$ cat config.mk
export PLATFORM = sky130hd
export DESIGN_NAME = handshake_slave_rx
export DESIGN_NICKNAME = d
export VERILOG_FILES = /design/src/rtl/handshake_slave_rx.sv
export SDC_FILE = /design/constraint.sdc
export NUM_CORES = 1
export LEC_CHECK = 0
export CORE_MARGIN = 2
export CORE_UTILIZATION = 42
export DETAILED_ROUTE_END_ITERATION = 10
export GPL_TIMING_DRIVEN = 0
export PLACE_DENSITY = 0.77
export SETUP_SLACK_MARGIN = 0.2
export SYNTH_ARGS = -nofsm -noshare
export SYNTH_HDL_FRONTEND = slang
export SYNTH_SLANG_ARGS = --single-unit
$ cat constraint.sdc
create_clock -name clk -period 2.2 [get_ports clk]
set_clock_uncertainty 0.05 [all_clocks]
set_input_delay 0.55 -clock clk [delete_from_list [all_inputs] [get_ports clk]]
set_output_delay 0.55 -clock clk [all_outputs]
set_load 0.01 [all_outputs]
$ cat src/rtl/handshake_slave_rx.sv
// Receiving side of a 4-phase req/ack byte transfer: captures each offered byte,
// keeps a count and a wrapping sum, and parks in DONE after NUM_BYTES transfers.
module handshake_slave_rx #(
    parameter int DATA_W    = 8,
    parameter int NUM_BYTES = 4,
    parameter int ACK_HOLD  = 2
) (
    input  logic                           clk,
    input  logic                           rst,
    input  logic                           req_in,
    input  logic [DATA_W-1:0]              data_in,
    output logic                           ack_out,
    output logic                           byte_valid,
    output logic [DATA_W-1:0]              last_byte,
    output logic [$clog2(NUM_BYTES+1)-1:0] rx_count,
    output logic [DATA_W-1:0]              sum_out,
    output logic                           done_out,
    output logic [2:0]                     dbg_state
);

    // Handshake: data_in is valid while req_in is high; a byte is taken on the
    // edge that moves WAIT_REQ->ACK_HI, and ack_out then stays high for at least
    // ACK_HOLD+1 cycles and until req_in is seen low, before dropping for one cycle.

    localparam int CNT_W  = $clog2(NUM_BYTES + 1);
    localparam int HOLD_W = (ACK_HOLD > 1) ? $clog2(ACK_HOLD) : 1;

    typedef enum logic [2:0] {
        WAIT_REQ    = 3'd0,
        ACK_HI      = 3'd1,
        WAIT_REQ_LO = 3'd2,
        DROP_ACK    = 3'd3,
        DONE        = 3'd4
    } state_t;

    state_t              state;
    logic [HOLD_W-1:0]   hold;

    assign dbg_state = state;

    // ack_out and done_out are updated alongside state so they always equal its decode.
    always_ff @(posedge clk) begin
        if (rst) begin
            state      <= WAIT_REQ;
            ack_out    <= 1'b0;
            byte_valid <= 1'b0;
            done_out   <= 1'b0;
            last_byte  <= '0;
            rx_count   <= '0;
            sum_out    <= '0;
            hold       <= '0;
        end else begin
            byte_valid <= 1'b0;
            case (state)
                WAIT_REQ: begin
                    if (req_in) begin
                        last_byte  <= data_in;
                        sum_out    <= sum_out + data_in;
                        rx_count   <= rx_count + CNT_W'(1);
                        byte_valid <= 1'b1;
                        hold       <= '0;
                        ack_out    <= 1'b1;
                        state      <= ACK_HI;
                    end
                end
                ACK_HI: begin
                    hold <= hold + HOLD_W'(1);
                    if (hold == HOLD_W'(ACK_HOLD - 1)) begin
                        state <= WAIT_REQ_LO;
                    end
                end
                WAIT_REQ_LO: begin
                    if (!req_in) begin
                        ack_out <= 1'b0;
                        state   <= DROP_ACK;
                    end
                end
                DROP_ACK: begin
                    if (rx_count == CNT_W'(NUM_BYTES)) begin
                        done_out <= 1'b1;
                        state    <= DONE;
                    end else begin
                        state <= WAIT_REQ;
                    end
                end
                DONE: begin
                    done_out <= 1'b1;
                end
                default: begin
                    ack_out  <= 1'b0;
                    done_out <= 1'b0;
                    state    <= WAIT_REQ;
                end
            endcase
        end
    end

endmodule

# Yosys cells after proc, flatten, opt, wreduce, memory -nomap -nowiden
# Cells that the tools add are included.
[classes]
muxes = 13
reduce_logical = 10
add_sub_neg = 3
bitwise_logic = 4
eq_ne = 9
[op_table]
columns = ["op", "n"]
rows = [
  ["one-hot mux 3 bit (5 select lines)", 1],
  ["2-to-1 mux 3 bit", 4],
  ["adder 8 bit", 1],
  ["!= test 2 bit (second input constant)", 4],
  ["equality test 3 x 2 -> 1 bit (second input constant)", 2],
  ["equality test 3 bit (second input constant)", 2],
  ["one-hot mux 1 bit (3 select lines)", 2],
  ["AND reduction 2 bit", 3],
  ["OR reduction 3 bit", 2],
  ["2-to-1 mux 1 bit", 5],
  ["inverter 1 bit", 4],
  ["AND reduction 4 bit", 1],
  ["adder 3 x 1 -> 3 bit (second input constant)", 1],
  ["equality test 3 x 1 -> 1 bit (second input constant)", 1],
  ["logical NOT 3 bit", 1],
  ["AND reduction 3 bit", 1],
  ["one-hot mux 1 bit (2 select lines)", 1],
  ["nonzero test 2 bit", 1],
  ["OR reduction 2 bit", 1],
  ["adder 1 bit (second input constant)", 1],
]
[word_totals]
regBits = 26
wordCells = 47

# Logic depth before layout (Yosys ltp)
# Gate-level depths: netlist (run 1).
[depth]
ltp_word = 4
mapped_depth = 8
ltp_nobuf = 8

# Worst setup path before layout (run 1)
# OpenSTA, ideal clock, no wires.
[synth_path]
path_kind = "input port to flip-flop"
startpoint = "input data_in[1]"
endpoint = "register sum_out[7]"
arrival_ps = 1795
stages = 6
setup_slack_ps = 231
cell_sequence = "ha_1 -> a211oi_2 -> nor3_2 -> mux2i_1 -> a21oi_1 -> mux2_1"
[synth_between]
elab_chain_cells = 1
[synth_lines]
columns = ["item", "line", "source"]
rows = [
  ["start: declaration", "11", "input logic [DATA_W-1:0] data_in,"],
  ["adder 8 bit", "58", "sum_out <= sum_out + data_in;"],
  ["end signal: assignment", "58", ""],
  ["end: declaration", "16", "output logic [DATA_W-1:0] sum_out,"],
]
# Every way passes these cells.
# A chain may end at the register's enable or synchronous reset.

# Final worst setup path (run 1)
[layout_path]
startpoint = "input data_in[6]"
endpoint = "register sum_out[7]"
# The elaborated chain is that of the path after synthesis.

==> results of run 1 <==
## cells in the mapped netlist, types with 2 or more instances
library cell / instances
ha_1: 9
o31ai_1: 2
nor2b_1: 4
xnor2_1: 2
nor2_1: 14
buf_2: 2
a211oi_1: 3
o21ai_0: 4
clkbuf_1: 3
nand3b_1: 4
nand2b_1: 2
nand2_1: 25
nand3_1: 2
o21a_1: 2
dfxtp_1: 26
buf_4: 3
a21oi_1: 21
inv_1: 6
nor3_1: 3
## registers in the layout, summed over array words and instances, names as in the netlist
signal	flops
sum_out	8
last_byte	8
byte_valid	1
hold	1
done_out	1
ack_out	1
dbg_state	3
rx_count	3
## stage by stage
step                setup TNS (ns)  cells  setup slack [ns]
floorplan                        0    159             0.231
global placement             -1.11    238            -0.358
detailed placement           -1.41    238            -0.391
CTS                              0    241             0.206
global route                     0    241             0.191
finish                           0    241             0.197
## timing repair
item                       4_1_cts  5_1_grt
setup endpoints to repair        5        2
resized for setup               21        2
pin swaps                        6        0
hold buffers                     0        0
## kinds of logic (layout without fill, tap and decap cells)
logic type | after synthesis | after routing
and+or+nand+nor | 62 | 62
adders and majority gates | 10 | 10
muxes | 2 | 2
AOI/OAI and AO/OA | 42 | 42
buffers and inverters | 14 | 52
DFF | 26 | 26
xor gates and xnor gates | 3 | 3
## layer usage
| layer | wire length [microns] | global-route usage, % | up-vias |
|---|---|---|---|
| met5 | 0 | 0 | - |
| met4 | 74 | 9.21 | 0 |
| met3 | 137 | 2.81 | 9 |
| met2 | 1710 | 34.8 | 45 |
| met1 | 1420 | 21.8 | 615 |
| li1 | - | - | 631 |
## power by group through the flow
stage                     Sequential (mW)  Clock [mW]  Combinational [mW]
after floorplan                     0.571           0               0.183
after global placement              0.554           0               0.334
after detailed placement            0.556           0               0.341
after CTS                           0.550       0.204               0.372
after global routing                0.559       0.224               0.420
final                               0.552       0.201               0.385
## worst reg2reg max path, stage by stage, from the launching register on
cell      delay (ns)
dfxtp_1         0.36
ha_1            0.34
a211oi_4        0.27
nor3_2          0.09
mux2i_1         0.12
a21oi_1         0.17
mux2_1          0.33
## cell type report
| class | instances | area, sq um | share of cell area, % |
|---|---|---|---|
| multi-input combinational | 119 | 841 | 45.4 |
| clock buffer | 3 | 22.5 | 1.22 |
| sequential | 26 | 523 | 28.3 |
| timing repair buffer | 35 | 343 | 18.5 |
| inverter | 6 | 22.5 | 1.22 |
| tap | 44 | 55.1 | 2.97 |
| buffer | 8 | 43.8 | 2.37 |
## layout by cell type (no fill, tap or decap), types with 4 or more instances in the layout
cell type         n
dlygate4sd2_1     6
nand3b_1          4
dfxtp_1          24
ha_4              6
nor2_1           14
nand2_1          25
a21oi_1          21
clkdlybuf4s50_1  29
inv_1             6
## how the worst min path moves through the flow
stage	startpoint	endpoint	cells after the start
final	last_byte[6]	last_byte[6]	2
after global routing	last_byte[3]	last_byte[3]	2
after CTS	last_byte[7]	last_byte[7]	2
after detailed placement	last_byte[7]	last_byte[7]	2
after global placement	last_byte[2]	last_byte[2]	2
after floorplan	hold	hold	2
==> summary.txt, run 1 <==
Clocking
  – CTS max path bufs: 2
  – Worst-path clk slew: 0.13 ns
  – Clock root cell: clkbuf_4
  – Num CTS Buffers: 3
  – CTS tree: done
  – Worst skew pair latency: 0.32 ns
  – Clock Sinks: 26
  – H-tree lvl count: 1
  – Buffers inserted by post-CTS timing repair: 0

Power
  – Cell internal pwr: 0.780 mW
  – Total power: 1.14 mW
  – Share of total power in combinational logic: 33.8%
  – NetSw: 0.358 mW
  – Leak Pwr: 0.682 nW
  – P per Cell Area: 615 nW/um^2
  – Clk pwr share: 17.7%
  – Net Sw Frac: 31.4%
  – VDD IR max: 0.000386 V
  – Sequential share of power: 48.5%

Placed design
  – Dpl hpwl: 2290 microns
  – GPL Wtd Cong: 0.862
  – Port Buffer Count: 35
  – Post-Place Cell Area: 1740 sq um

Run status
  – Status: finished clean

Floorplanning
  – Boundary Pins: 36
  – Total die area: 3640 sq um
  – Core area: 3030 sq um
  – Die height: 60.3 microns
  – Starting Density: 44.0%
  – Number of core rows: 20
  – Die Wd: 60.3 microns

Route
  – Via count: 1,300
  – 1st-pass router iterations: 4
  – DRT iter0 DRCs: 32
  – DRT Wirelength: 3350 microns
  – DR vias/cell: 5.39
  – Routed Antenna Nets: 0
  – Drt wl/cell: 13.9 microns
  – Residual DRC: 0

STA
  – RSZ-0062 raised after global routing: no
  – Peak Freq: 499 MHz
  – Final setup violation count: 0
  – Worst-margin pin slew: 0.547 ns
  – Final hold vios: 0
  – Slew Limit Fails: 0
  – Smallest hold slack: 0.420 ns
  – Min Clock Period, post-route: 2.00 ns
  – Relative slew slack: 63.5%
  – Final period utilization: 91.0%

Critical path
  – Worst setup EP type: flop
  – CP max FO: 5
  – CP startpoint kind: input pin
  – Buf/Inv on CP: 1
  – R2R depth: 6
  – CP Cell Sequence: clkdlybuf4s50_1, ha_4, o21ai_0, o31ai_1, a21oi_1, mux2_1
  – Required @ worst endpoint: 2.37 ns
  – Crit path depth: 6
  – Worst Setup SP: data_in[6]
  – CP endpoint: sum_out[7]
  – CP Class: in2reg
  – Worst Path Arrival: 2.17 ns
  – Worst reg2reg startpoint: sum_out[1]
  – Worst path top cell family by delay: buffers and inverters
  – CP peak stage delay: 0.53 ns
  – CP max-delay cell: clkdlybuf4s50_1
  – FF-to-FF End: sum_out[7]
  – Setup slack, reg-to-reg: 0.37 ns

Layout
  – # fillers: 264
  – Final core area utilization: 61.1%
  – Area growth syn-to-layout: 39.0%
  – Final #Nets: 220
  – Cell area after layout: 1850 sq um
  – Share of cells above drive strength 1: 12.2%
  – Number of antenna diodes: 0

Synthesis
  – Net Count, Synth: 180
  – Mapped Cells: 159
  – #FFs+latches synth: 26
  – Synth Area in XOR/XNOR: 1.97%
  – Register area share after synthesis: 39.1%
  – Cells taking the most area after synthesis: dfxtp_1 39%, ha_1 8.5%, a21oi_1 7.9%
  – Post-synthesis cell type count: 41
  – Largest family of logic cells by synthesized area: simple AND/OR/NAND/NOR gates
  – Synth top area share: 39.1%
  – Netlist Area Pre-Place: 1330 sq um
  – Synth Area in Simple Gates: 22.7%
  – Post-synth ARST share: 0%
  – Mux cell area share after synthesis: 1.60%
  – Avg Cell Area, Syn: 8.37 sq um
  – Primary FF master, synth: dfxtp_1
  – Synth warn: 0
  – Synth Area in Compound Gates: 19.7%
  – Adder-cell share of the synthesized area: 9.96%
  – EDFF count, synth: 0
  – Area leader, netlist: dfxtp_1

Job
  – Maximum capacitance violations: 0

GRT
  – Largest net degree at the start of global routing: 14
  – First-pass GRT wire length: 5260 microns
  – Grt ovf: 0
  – Initial antenna violation count: 0
  – Global-route usage over all layers: 19.2%
  – Vias in the first global route: 1,285

Hold path
  – HP Class: reg2reg
Power figures use the tool's default switching activity.
==> inputs of run 2 (changes only) <==
- SLEW_MARGIN: unset -> 20
==> results of run 2 <==
The final DEF is identical to that of run 1; final timing and power are the same.
==> inputs of run 3 (changes only) <==
- CAP_MARGIN: unset -> 20
- CTS_BUF_LIST: unset -> sky130_fd_sc_hd__clkbuf_4
==> results of run 3 <==
The final DEF is identical to that of run 1; final timing and power are the same.
